### src/rtl/add_and_div.sv
// Sequential signed divider computing (inA + inC) / inB, one restoring iteration per clock.
// Optional build macro ADD_AND_DIV_FAST_ZERO_EN: a zero divisor skips CALC and goes straight to FIX.
module add_and_div #(
   parameter int unsigned n = 32
) (
   input  logic         clk,
   input  logic         rst_n,
   input  logic [n-1:0] inA,
   input  logic [n-1:0] inC,
   input  logic [n-1:0] inB,
   input  logic         start,
   output logic [n-1:0] result,
   output logic [n-1:0] remainder,
   output logic         overflow,
   output logic         ready
);

`ifdef ADD_AND_DIV_FAST_ZERO_EN
   localparam bit FastZero = 1'b1;
`else
   localparam bit FastZero = 1'b0;
`endif

   localparam int unsigned CntW = $clog2(n + 2);
   localparam logic [CntW-1:0] CntLoad = CntW'(n + 1);
   localparam logic [CntW-1:0] CntOne  = CntW'(1);

   typedef enum logic [1:0] {
      StIdle,
      StCalc,
      StFix
   } state_e;

   state_e          state_q, state_d;
   logic [CntW-1:0] cnt_q, cnt_d;
   // Dividend magnitude shifts out of the top while quotient bits shift in at the bottom.
   logic [n:0]      quo_q, quo_d;
   logic [n-1:0]    rem_q, rem_d;
   logic [n-1:0]    div_q, div_d;
   logic            neg_quo_q, neg_quo_d;
   logic            neg_rem_q, neg_rem_d;
   logic            div_zero_q, div_zero_d;
   logic [n-1:0]    result_q, result_d;
   logic [n-1:0]    remainder_q, remainder_d;
   logic            overflow_q, overflow_d;

   logic [n:0]      sum;
   logic [n:0]      sum_mag;
   logic [n-1:0]    b_mag;
   logic            b_zero;
   logic [n:0]      rem_shift;
   logic            trial_ok;
   logic [n+1:0]    quo_ext;
   logic [n+1:0]    quo_sgn;
   logic [n-1:0]    rem_sgn;
   logic            quo_range_ok;

   // Operand preparation: the sum is formed at n+1 bits so it never wraps.
   always_comb begin
      sum     = {inA[n-1], inA} + {inC[n-1], inC};
      sum_mag = sum[n] ? -sum : sum;
      b_mag   = inB[n-1] ? -inB : inB;
      b_zero  = (inB == '0);
   end

   // One restoring-division step: shift in a dividend bit, trial-subtract, keep or restore.
   always_comb begin
      rem_shift = {rem_q, quo_q[n]};
      trial_ok  = (rem_shift >= {1'b0, div_q});
   end

   // Sign correction; the quotient needs n+2 bits to hold +2^n and detect overflow.
   always_comb begin
      quo_ext      = {1'b0, quo_q};
      quo_sgn      = neg_quo_q ? -quo_ext : quo_ext;
      rem_sgn      = neg_rem_q ? -rem_q : rem_q;
      quo_range_ok = (quo_sgn[n+1:n-1] == '0) || (quo_sgn[n+1:n-1] == '1);
   end

   always_comb begin
      state_d     = state_q;
      cnt_d       = cnt_q;
      quo_d       = quo_q;
      rem_d       = rem_q;
      div_d       = div_q;
      neg_quo_d   = neg_quo_q;
      neg_rem_d   = neg_rem_q;
      div_zero_d  = div_zero_q;
      result_d    = result_q;
      remainder_d = remainder_q;
      overflow_d  = overflow_q;

      case (state_q)
         StIdle: begin
            if (start) begin
               quo_d      = sum_mag;
               rem_d      = '0;
               div_d      = b_mag;
               neg_quo_d  = sum[n] ^ inB[n-1];
               neg_rem_d  = sum[n];
               div_zero_d = b_zero;
               cnt_d      = CntLoad;
               state_d    = (FastZero && b_zero) ? StFix : StCalc;
            end
         end

         StCalc: begin
            if (trial_ok) begin
               rem_d = n'(rem_shift - {1'b0, div_q});
               quo_d = {quo_q[n-1:0], 1'b1};
            end else begin
               rem_d = rem_shift[n-1:0];
               quo_d = {quo_q[n-1:0], 1'b0};
            end
            cnt_d = cnt_q - CntOne;
            if (cnt_q == CntOne) begin
               state_d = StFix;
            end
         end

         StFix: begin
            if (div_zero_q) begin
               result_d    = '0;
               remainder_d = '0;
               overflow_d  = 1'b1;
            end else begin
               result_d    = quo_sgn[n-1:0];
               remainder_d = rem_sgn;
               overflow_d  = !quo_range_ok;
            end
            cnt_d   = '0;
            state_d = StIdle;
         end

         default: begin
            state_d = StIdle;
         end
      endcase
   end

   always_ff @(posedge clk) begin
      if (!rst_n) begin
         state_q     <= StIdle;
         cnt_q       <= '0;
         quo_q       <= '0;
         rem_q       <= '0;
         div_q       <= '0;
         neg_quo_q   <= 1'b0;
         neg_rem_q   <= 1'b0;
         div_zero_q  <= 1'b0;
         result_q    <= '0;
         remainder_q <= '0;
         overflow_q  <= 1'b0;
      end else begin
         state_q     <= state_d;
         cnt_q       <= cnt_d;
         quo_q       <= quo_d;
         rem_q       <= rem_d;
         div_q       <= div_d;
         neg_quo_q   <= neg_quo_d;
         neg_rem_q   <= neg_rem_d;
         div_zero_q  <= div_zero_d;
         result_q    <= result_d;
         remainder_q <= remainder_d;
         overflow_q  <= overflow_d;
      end
   end

   assign result    = result_q;
   assign remainder = remainder_q;
   assign overflow  = overflow_q;
   assign ready     = (state_q == StIdle);

endmodule

### config.mk
export PLATFORM = sky130hd
export DESIGN_NAME = add_and_div
export DESIGN_NICKNAME = d
export VERILOG_FILES = /design/src/rtl/add_and_div.sv
export SDC_FILE = /design/constraint.sdc
export NUM_CORES = 1
export LEC_CHECK = 0
export BUFFER_PORTS_ARGS = -buffer_cell sky130_fd_sc_hd__buf_4
export CORE_MARGIN = 4
export CORE_UTILIZATION = 50
export DETAILED_ROUTE_END_ITERATION = 12
export GPL_ROUTABILITY_DRIVEN = 0
export PLACE_DENSITY_LB_ADDON = 0.08
export SLEW_MARGIN = 20
export SYNTH_ARGS = -nofsm -noshare
export SYNTH_HDL_FRONTEND = slang
export SYNTH_SLANG_ARGS = --single-unit
### constraint.sdc
create_clock -name clk -period 3.4 [get_ports clk]
set_clock_uncertainty 0.15 [all_clocks]
set_input_delay 0.34 -clock clk [delete_from_list [all_inputs] [get_ports clk]]
set_output_delay 0.34 -clock clk [all_outputs]
set_load 0.005 [all_outputs]
**Yosys cells after proc, flatten, opt, wreduce, memory -nomap -nowiden**

Cells that the tools add are included.

- Flip-flop bits (word level): 173
- Output and inout bits: 66
- Word-level logic and storage cells: 55

- Add/subtract/negate cells: 7
- Magnitude comparators: 1
- Bitwise operators: 1
- Reductions and logical operators: 11
- Multiplexer cells: 18
- Eq/ne operators: 6

Operators with widths:

| cell | count |
|---|---|
| $mux W32 | 6 |
| $mux W33 | 2 |
| $pmux W33 S2 | 1 |
| $neg A32 Y32 | 2 |
| $pmux W32 S2 | 1 |
| $mux W34 | 1 |
| $neg A33 Y34 | 1 |
| $add A32 B32 Y33 | 1 |
| $ge A33 B32 Y1 | 1 |
| $neg A33 Y33 | 1 |
| $logic_not A32 Y1 | 1 |
| $sub A32 B32 Y32 | 1 |
| $pmux W6 S3 | 1 |
| $reduce_and A2 Y1 | 4 |
| $eq A6 B1 Y1 const B | 1 |
| $mux W6 | 1 |
| $sub A6 B1 Y6 const B | 1 |
| $mux W2 | 2 |
| $ne A2 B2 Y1 const B | 2 |
| $pmux W2 S2 | 1 |
| $eq A3 B3 Y1 const B | 1 |
| $logic_not A3 Y1 | 1 |
| $reduce_bool A3 Y1 | 1 |
| $eq A2 B1 Y1 const B | 1 |
| other kinds (7) | 8 |

**Longest topological paths before layout**

- Word-level depth: 6
- Mapped depth: 15
- Gate-level depth less buffers: 14

**Worst setup path before layout**

OpenSTA, ideal clock, no wires.

- Path type: in2reg
- Start point: input inA[0]
- End point: register quo_q[32]
- Stages: 14
- Arrival: 3.283 ns
- Required time: 3.164 ns
- Setup slack: -0.119 ns
- Cells stage by stage: ha_1 -> inv_1 -> fa_1 -> nor2b_1 -> o31a_1 -> buf_6 -> o21ai_1 -> o311a_1 -> o211ai_1 -> o211ai_1 -> nor2_1 -> nand3_1 -> or4_4 -> a221oi_2

- Longest elaborated chain between the ends: 5

Ends and longest elaborated chain:

| what | RTL line | text |
|---|---|---|
| from (decl) | 8 | `input logic [n-1:0] inA,` |
| $add A32 B32 Y33 (*) | 60 | `sum = {inA[n-1], inA} + {inC[n-1], inC};` |
| $neg A33 Y33 | 61 | `sum_mag = sum[n] ? -sum : sum;` |
| $mux W33 (*) | 61 |  |
| $mux W33 (*) | 95 | `if (start) begin` |
| $pmux W33 S2 (*) | 93 | `case (state_q)` |
| to (signal assigned) | 157 | `quo_q <= quo_d;` |
| to (decl) | 37 | `logic [n:0] quo_q, quo_d;` |

Mark *: on every way between the ends. The rest lies on a longest branch, timed or not. The select of a mux whose other input is x is not followed.
A chain may end at the register's enable or synchronous reset.

**Worst setup path in the final report**

- Start point: register div_q[15]
- End point: register rem_q[4]

- Longest elaborated chain between the ends: 3

Ends and longest elaborated chain:

| what | RTL line | text |
|---|---|---|
| from (decl) | 39 | `logic [n-1:0] div_q, div_d;` |
| from (signal assigned) | 159 | `div_q <= div_d;` |
| $ge A33 B32 Y1 | 69 | `trial_ok = (rem_shift >= {1'b0, div_q});` |
| $mux W32 | 108 | `if (trial_ok) begin` |
| $pmux W32 S2 | 93 |  |
| to (signal assigned) | 158 | `rem_q <= rem_d;` |
| to (decl) | 38 | `logic [n-1:0] rem_q, rem_d;` |

Every way passes these cells.

==> results.txt <==
The areal power density over the cells is 405.9 nW/µm². The post-detailed-route via-to-cell ratio came out at around 5.8. Sequential cells were found to cover 26.06% of the synthesized design area. In the final routed layout, each cell accounts on average for 16.28 µm. Leaving out fill and tap cells, the most frequent cell in the layout is sky130_fd_sc_hd__buf_4. The area of the core came out at about 26000 µm². By startpoint and endpoint, the worst setup path is classified as reg2reg. The layout net count came out at 2202. The via count of the first global-routing pass was 12.36k. The filler cells instantiated in the layout total 2358. The number of clock buffers added by TritonCTS is 17.

At the worst endpoint, the required time is 3600 ps. The worst pin sits at a relative slew slack of 30.10%. The most used flip-flop cell after synthesis is sky130_fd_sc_hd__dfxtp_1. The delay of the slowest critical-path stage is approximately 500 ps. The data arrival time at the worst-slack endpoint is ~3600 ps. The synthesized area per cell is 7.634 µm². The ratio of final minimum period to clock period is 98.54%.

The synthesis-stage register bit count is 173. After synthesis the cells add up to 13290 µm². The starting density of the core is roughly 50%. The total wire length after detailed routing came out at around 39000 µm. The die boundary width is around 170 µm. The count of flip-flops with a built-in enable after synthesis came out at 0. The number of buffer and inverter instances along the worst setup path is 2.

The initial antenna violation count is 0. The cell that appears most often on the critical path is sky130_fd_sc_hd__a21oi_1. The static power due to leakage came out at 7.216 nW. The register clock-pin slew on the reported worst setup and hold paths came out at 80 ps. The worst reg-to-reg setup slack is 50 ps. The largest buffer count on any clock path came out at 2. The Yosys step of the flow raised 0 warnings. Setup slack on the critical path of the routed design comes to 49.48 ps.

TritonCTS built the clock tree. The buffer cell driving the clock tree root is sky130_fd_sc_hd__clkbuf_16. After technology mapping, the gate count stands at 1741.

The wire-length estimate of the detail-placed layout is between 30000 and 40000 µm. The highest fanout seen on the critical path is 11. The total power consumption of the routed design came out at 6.858 mW. The count of vias placed by the detailed router came out at 13.73k. The number of buffer cells added on primary ports came out at roughly 160. The count of antenna-violating nets left after detailed routing is 0. The count of boundary I/O pins is 165. For the pin with the worst max-slew slack, the measured transition is ~1000 ps. IR analysis of the VDD net gives a maximum drop of between 300 and 400 µV. In this run, the number of DRC markers left after iteration 0 of detailed routing was ~1.2k. The number of detailed-route iterations in the first pass came out at 5. The net count after synthesis came out at about 1.9k. The clock latency at the later pin of the worst-skew pair came out at 440 ps.

Based on the critical path, the design can be clocked at up to 0.2985 GHz. The critical path's top delay family is simple AND/OR/NAND/NOR gates. The count of maximum capacitance violations is 0. The number of pins with negative max-slew slack in the final report is 0. The first global-routing pass estimated 62910 µm of wire.

In the layout the commonest cells are sky130_fd_sc_hd__buf_4, sky130_fd_sc_hd__nor2_1, sky130_fd_sc_hd__dfxtp_1, sky130_fd_sc_hd__nand2_1, sky130_fd_sc_hd__o21ai_0. The number of remaining DRC errors is 0. The final hold violation count is 0. The slowest stage of the critical path belongs to the cell sky130_fd_sc_hd__or4_1. The run finished with clean final reports. The area of the die came out at 29250 µm². The die height came out at 171.0 µm. The number of hold buffers added after CTS was 0.

The critical path goes through inv_1 -> ha_4 -> nand3_2 -> or3_4 -> or4_1 -> or4_4 -> nand2_2 -> a21oi_1 -> o21bai_4 -> buf_12 -> nor3_1 -> a21oi_1 -> o21ai_1. The pre-CTS setup slack came out at -298.8 ps. The distinct cell type count after synthesis came out at 92. The post-layout minimum cycle time came out at ~3400 ps. The count of standard-cell rows came out at 59.

Summing all placed instances gives a cell area of about 16000 µm². Cells with a size suffix above 1 make up 22.99% of the layout. The total number of H-tree levels came out at 4. The type of origin of the critical path is a register. Setup violations remaining at the end of the flow were counted as 0. The final design area excluding fillers is 16900 µm². The largest net degree at the start of global routing came out at 67. At the end of the flow the core is filled with cells to 64.66%.

The antenna diode instance count came out at 0. The worst setup path is captured at a register. Clock tree synthesis found a total of 173 sinks. The total congestion overflow after global routing came out at 0. The area added between synthesis and finish is 27.12%. The total track usage came out at 25.72%. Hold is met by 36.63 ps. The tightest min-delay check is of the in2reg type. The proportion of register bits with asynchronous set or reset after synthesis is 0%.
[report_power, final]
group | internal, mW | switching [mW]
clock | 0.992 | 0.972
sequential | 2.17 | 0.176
combinational | 1.14 | 1.41
[final cells by class]
class | instances | area, µm² | share of cell area, %
multi-input combinational | 1399 | 9379 | 55.51
sequential | 173 | 3465 | 20.51
timing repair buffer | 362 | 2753 | 16.29
clock buffer | 17 | 425.4 | 2.518
tap | 335 | 419.2 | 2.481
inverter | 74 | 279.0 | 1.651
clock inverter | 15 | 176.4 | 1.044
[registers in the layout (all words and copies together) (netlist names)]
signal / flops
quo_q: 33
div_q: 32
rem_q: 32
remainder: 32
result: 32
cnt_q: 6
state_q: 2
div_zero_q: 1
neg_quo_q: 1
neg_rem_q: 1
overflow: 1
[cells in the mapped netlist, types with 46 or more instances]
master / n / area (µm²)
sky130_fd_sc_hd__nor2_1: 200 / 750.7
sky130_fd_sc_hd__dfxtp_1: 173 / 3463
sky130_fd_sc_hd__nand2_1: 148 / 555.5
sky130_fd_sc_hd__o21ai_0: 132 / 660.6
sky130_fd_sc_hd__a21oi_1: 119 / 595.6
sky130_fd_sc_hd__xnor2_1: 93 / 814.5
sky130_fd_sc_hd__ha_1: 74 / 925.9
sky130_fd_sc_hd__inv_1: 73 / 274.0
sky130_fd_sc_hd__clkbuf_1: 69 / 259.0
sky130_fd_sc_hd__xor2_1: 63 / 551.8
sky130_fd_sc_hd__a22oi_1: 48 / 360.4
sky130_fd_sc_hd__nand3_1: 46 / 230.2
sky130_fd_sc_hd__nor3_1: 46 / 230.2
[per-layer routing]
layer | global-route usage [%] | vias up | wire [µm]
met3 | 3.651 | 24 | 2876
met5 | 0 | - | 0
li1 | - | 6912 | -
met2 | 36.94 | 468 | 15880
met1 | 41.09 | 6325 | 19620
met4 | 4.134 | 0 | 282
[final timing paths]
path	startpoint	endpoint	cells after the start
worst max-delay path	div_q[15]	rem_q[4]	13
worst max register to register	div_q[15]	rem_q[4]	13
worst min register to register	div_q[19]	div_q[19]	2
worst min-delay path	inB[0]	div_q[0]	3
[timing repair]
item                       4_1_cts  5_1_grt
cloned                           0        3
setup endpoints to repair       20       41
buffers inserted                 0        1
gates resized for setup          3       27
pin swaps                        1        3
[tightest hold or removal path, cell delays in order]
cell and delay, ps:
sky130_fd_sc_hd__buf_4 130, sky130_fd_sc_hd__nand2_1 60, sky130_fd_sc_hd__a21oi_1 50
[cells by family after synthesis]
group                    Yosys count  synth area share (%)
buffers and inverters            170                 5.441
adder cells (fa/ha/maj)           76                 7.267
AO/OA/AOI/OAI                    557                 27.98
flip-flops                       173                 26.06
XOR/XNOR                         156                 10.28
AND/OR/NAND/NOR                  584                 21.09
multiplexers                      25                 1.892
[per-stage QoR]
stage / cells / TNS, ps
after global placement: 2339 / -1185
final: 2375 / 0
after CTS: 2371 / 0
after global routing: 2375 / -190.8
after floorplan: 1741 / 0
after detailed placement: 2339 / -3526
Note: power is estimated with default switching activity, not from simulation.
